### src/rtl/event_packetizer.sv
// Event packetizer: timestamps granted events into {pol, addr, timestamp} packets,
// buffers them in a first-word-fall-through FIFO, and counts drops and wallclock wraps.
module event_packetizer #(
   parameter int SIZE   = 32,
   parameter int ADDR_W = 8,
   parameter int DEPTH  = 8,
   localparam int PW    = SIZE + ADDR_W + 1,
   localparam int LW    = $clog2(DEPTH) + 1
) (
   input  logic              clk_i,
   input  logic              reset_i,
   input  logic [SIZE-1:0]   timestamp_i,
   input  logic              event_valid_i,
   input  logic [ADDR_W-1:0] event_addr_i,
   input  logic              event_pol_i,
   output logic              pkt_valid_o,
   output logic [PW-1:0]     pkt_data_o,
   input  logic              pkt_ready_i,
   output logic              fifo_full_o,
   output logic [LW-1:0]     level_o,
   output logic [15:0]       drop_cnt_o,
   output logic [15:0]       wrap_cnt_o
);

   localparam int PTR_W = $clog2(DEPTH);

   logic [PW-1:0]    mem [DEPTH];
   logic [PTR_W-1:0] wr_ptr_q, wr_ptr_d;
   logic [PTR_W-1:0] rd_ptr_q, rd_ptr_d;
   logic [LW-1:0]    level_q, level_d;
   logic [15:0]      drop_cnt_q, drop_cnt_d;
   logic [15:0]      wrap_cnt_q, wrap_cnt_d;
   logic [SIZE-1:0]  prev_ts_q, prev_ts_d;
   logic             armed_q, armed_d;
   logic             full, empty, push, pop;

   always_comb begin
      full  = (level_q == LW'(DEPTH));
      empty = (level_q == '0);
      push  = event_valid_i && !full;
      pop   = !empty && pkt_ready_i;

      wr_ptr_d   = wr_ptr_q;
      rd_ptr_d   = rd_ptr_q;
      level_d    = level_q;
      drop_cnt_d = drop_cnt_q;
      wrap_cnt_d = wrap_cnt_q;
      prev_ts_d  = timestamp_i;
      armed_d    = 1'b1;

      if (push) wr_ptr_d = wr_ptr_q + PTR_W'(1);
      if (pop)  rd_ptr_d = rd_ptr_q + PTR_W'(1);
      if (push && !pop)      level_d = level_q + LW'(1);
      else if (pop && !push) level_d = level_q - LW'(1);

      // A drop is decided on the pre-edge full flag, so a same-cycle pop does not rescue it.
      if (event_valid_i && full && drop_cnt_q != 16'hFFFF)
         drop_cnt_d = drop_cnt_q + 16'd1;

      if (armed_q && (timestamp_i < prev_ts_q))
         wrap_cnt_d = wrap_cnt_q + 16'd1;
   end

   always_ff @(posedge clk_i or posedge reset_i) begin
      if (reset_i) begin
         wr_ptr_q   <= '0;
         rd_ptr_q   <= '0;
         level_q    <= '0;
         drop_cnt_q <= '0;
         wrap_cnt_q <= '0;
         prev_ts_q  <= '0;
         armed_q    <= 1'b0;
      end else begin
         wr_ptr_q   <= wr_ptr_d;
         rd_ptr_q   <= rd_ptr_d;
         level_q    <= level_d;
         drop_cnt_q <= drop_cnt_d;
         wrap_cnt_q <= wrap_cnt_d;
         prev_ts_q  <= prev_ts_d;
         armed_q    <= armed_d;
      end
   end

   // Storage is never reset; the pointers and level alone define what is valid.
   always_ff @(posedge clk_i) begin
      if (push && !reset_i)
         mem[wr_ptr_q] <= {event_pol_i, event_addr_i, timestamp_i};
   end

   assign pkt_valid_o = !empty;
   assign pkt_data_o  = mem[rd_ptr_q];
   assign fifo_full_o = full;
   assign level_o     = level_q;
   assign drop_cnt_o  = drop_cnt_q;
   assign wrap_cnt_o  = wrap_cnt_q;

endmodule

### config.mk
export PLATFORM = sky130hd
export DESIGN_NAME = event_packetizer
export DESIGN_NICKNAME = d
export VERILOG_FILES = /design/src/rtl/event_packetizer.sv
export SDC_FILE = /design/constraint.sdc
export NUM_CORES = 1
export LEC_CHECK = 0
export BUFFER_PORTS_ARGS = -buffer_cell sky130_fd_sc_hd__buf_2
export CORE_UTILIZATION = 46
export CTS_CLUSTER_SIZE = 16
export DETAILED_ROUTE_END_ITERATION = 10
export GPL_TIMING_DRIVEN = 0
export PLACE_DENSITY_LB_ADDON = 0.12
export SETUP_SLACK_MARGIN = 0.4
export SYNTH_ARGS = -nofsm -noshare
export SYNTH_HDL_FRONTEND = slang
export SYNTH_SLANG_ARGS = --single-unit
### constraint.sdc
create_clock -name clk_i -period 13.1 [get_ports clk_i]
set_input_delay 2.62 -clock clk_i [delete_from_list [all_inputs] [get_ports clk_i]]
set_output_delay 2.62 -clock clk_i [all_outputs]
set_load 0.005 [all_outputs]
==> impl_metrics.ini <==
[cts]
clockBufferDepth = 3
clk_latency_ns = 0.54
hold_buffers = 0
tritoncts = built
clock-root-buffer = clkbuf_16
cts_made_buffers = 43
path_clk_slew_ns = 0.06
clock_sinks = 403
postCtsSetupBuffers = 0
cts_resized = 0
htreeDepth = 2

[worst_setup_path]
critPathMostFrequentCell = clkbuf_1
slowest_stage = clkbuf_1
critPathKind = reg -> out
cp-end-kind = output port
arrival_ns = 2.93
critPathBufInv = 3
cpPeakStageDelay_ns = 0.72
cp_cell_sequence = clkbuf_1, clkbuf_1, mux4_2, mux2_2, buf_2
start_kind = flip-flop
cp_data_required_time_ns = 10.48
cpLargestDelayFamily = buffers and inverters
crit_fanout = 10

[synth]
synth_top_family_by_area = multiplexers
synthCells = 811
synth_top_area_frac = 0.618
synth-compound-area-share = 0.0147
synth_simple_gate_area_frac = 0.0342
syn_nets = 895
synth.most_common_cell = edfxtp_1
synth_area_leaders = edfxtp_1 62%, dfrtp_1 12%, mux4_2 12%
synth-edff-count = 328
synth-xor-area-share = 0.0209
avgSynthCellArea_um2 = 19.7
synth_seq_area_share = 0.736
syn_area_mm2 = 0.0159
synth_fa_ha_area_frac = 0.0311
ys_warn_count = 0
muxShareOfSynthArea = 0.148
synth_ff_type = edfxtp_1
ys_types = 41
ys_ff_latch = 403
synth_top_area_cell = edfxtp_1
synth_common_cells = 328 x edfxtp_1, 82 x mux4_2, 75 x dfrtp_1
synthArstFlopShare = 0.186

[floorplanning]
initial_core_util = 0.472
coreArea_mm2 = 0.0338
die_y_um = 188
fp.dieArea_mm2 = 0.0354
io_pins = 124
die_w_um = 188
rows = 67

[pwr]
max-vdd-ir-drop_uv = 120
powerDensity_mw_per_mm2 = 201
leakagePower_nw = 6.85

[timing]
period_needed_ns = 5.55
maxSlewHeadroom = 0.337
hold_violations = 0
period_share = 0.424
rsz0062_at_grt = no
fmax_mhz = 180
final.setup.tns_ns = 0
setup_viol_count_final = 0
final-max-slew-violation-count = 0
max_slew.worst_pin.slew_ns = 0.994
fin_skew_ns = 0.0168

[routing]
route.met3.wl_mm = 2.07
vias = 7844
totalWireLength_mm = 31.3
firstDrtPassIters = 5
via_per_inst = 5.26
wl_met2_mm = 14.9
dr.first_iter.drc_count = 437
top_layer = met5
wire_per_inst_um = 21.0
drc_errors = 0
ant_nets = 0
wl_met1_mm = 13.9

[run_status]
status = completed

[cells_and_area]
fin_cells = 1492
fin_util = 0.561
area_growth_pct = 18.9
design_area_mm2 = 0.0189
nets = 1091
drive_gt1_frac = 0.350

[global_routing]
track_usage = 0.184
grt_max_degree = 48
grt_pass1_vias = 8236
grt_pass1_wl_mm = 49.0
antenna_found_initial = 2
grt.overflow.total = 0

[place]
dp_cells = 1410
place_congestion = 0.813
hpwl_mm = 20.2
placed_cell_area_mm2 = 0.0175
io_buffers = 123

[flow_run]
drv_cap = 0

[worst_hold_path]
hold_class = reg -> reg
cell type report:
class                           count  area (µm²)
Fill cell                        2656       14800
Clock inverter                     20         216
Antenna cell                        2        5.00
Tap cell                          448         561
Buffer                             26         108
Sequential cell                   403       11700
Timing Repair Buffer              151         986
Inverter                           36         138
Multi-Input combinational cell    346        4010
Clock buffer                       60        1190
cell families (layout without fill, tap and decap cells):
family,after synthesis,after routing
compound gates,30,30
buf+inv,62,293
xor+xnor,38,38
fa+ha+maj,39,39
other cells,1,3
flops,403,403
simple gates,111,111
mux,127,127
metrics by stage:
stage / power (W) / hold WS [ns] / setup WS [ns]
after CTS: 0.00387 / 0.473 / 7.48
after global routing: 0.00399 / 0.486 / 7.41
after detailed placement: 0.00266 / 0.452 / 8.07
after floorplan: 0.00227 / 0.465 / 5.29
after global placement: 0.00264 / 0.454 / 0.845
final: 0.00380 / 0.477 / 7.55
routing by layer:
| metal | global-route usage | up-vias |
|---|---|---|
| li1 | - | 3609 |
| met1 | 0.262 | 3988 |
| met2 | 0.292 | 202 |
| met3 | 0.0382 | 43 |
| met4 | 0.0453 | 2 |
| met5 | 0 | - |
registers in the layout, indices dropped and copies added (netlist names):
name and flops:
armed_q 1, drop_cnt_o 16, level_o 4, mem 328, prev_ts_q 32, rd_ptr_q 3
wr_ptr_q 3, wrap_cnt_o 16
power by group:
part	internal, W	leakage, nW	switching (W)
combinational	0.000526	2.32	0.000502
clock	0.000717	0.676	0.000479
sequential	0.00152	3.85	0.0000647
cells in the final DEF, fill, tap and decap left out, types with 5 or more instances in the layout:
cell type	synthesis	final
nand2_1	35	35
mux4_2	82	82
xor2_1	21	21
ha_1	38	38
clkinv_2	0	5
inv_1	36	35
a21oi_1	9	9
dfrtp_1	75	75
nor3_1	15	14
buf_4	0	12
xnor2_1	17	17
buf_6	0	8
nor2_1	19	16
clkbuf_1	15	28
nand4_1	10	10
edfxtp_1	328	328
buf_2	8	131
clkbuf_16	0	44
and3_1	8	6
mux2_2	44	44
nand3_1	12	12
final timing paths:
path / to / startpoint / slack, ns / depth (start not counted)
worst max-delay path: pkt_data_o[28] / rd_ptr_q[1] / 7.55 / 5
worst min-delay path: wrap_cnt_o[15] / wrap_cnt_o[15] / 0.48 / 1
worst max register to register: mem[5][17] / level_o[0] / 10.25 / 7
worst min register to register: wrap_cnt_o[15] / wrap_cnt_o[15] / 0.48 / 1
max in group asynchronous: prev_ts_q[18] / reset_i / 10.38 / 3
min in group asynchronous: wrap_cnt_o[13] / reset_i / 2.12 / 2
Note: power is estimated with default switching activity, not from simulation.
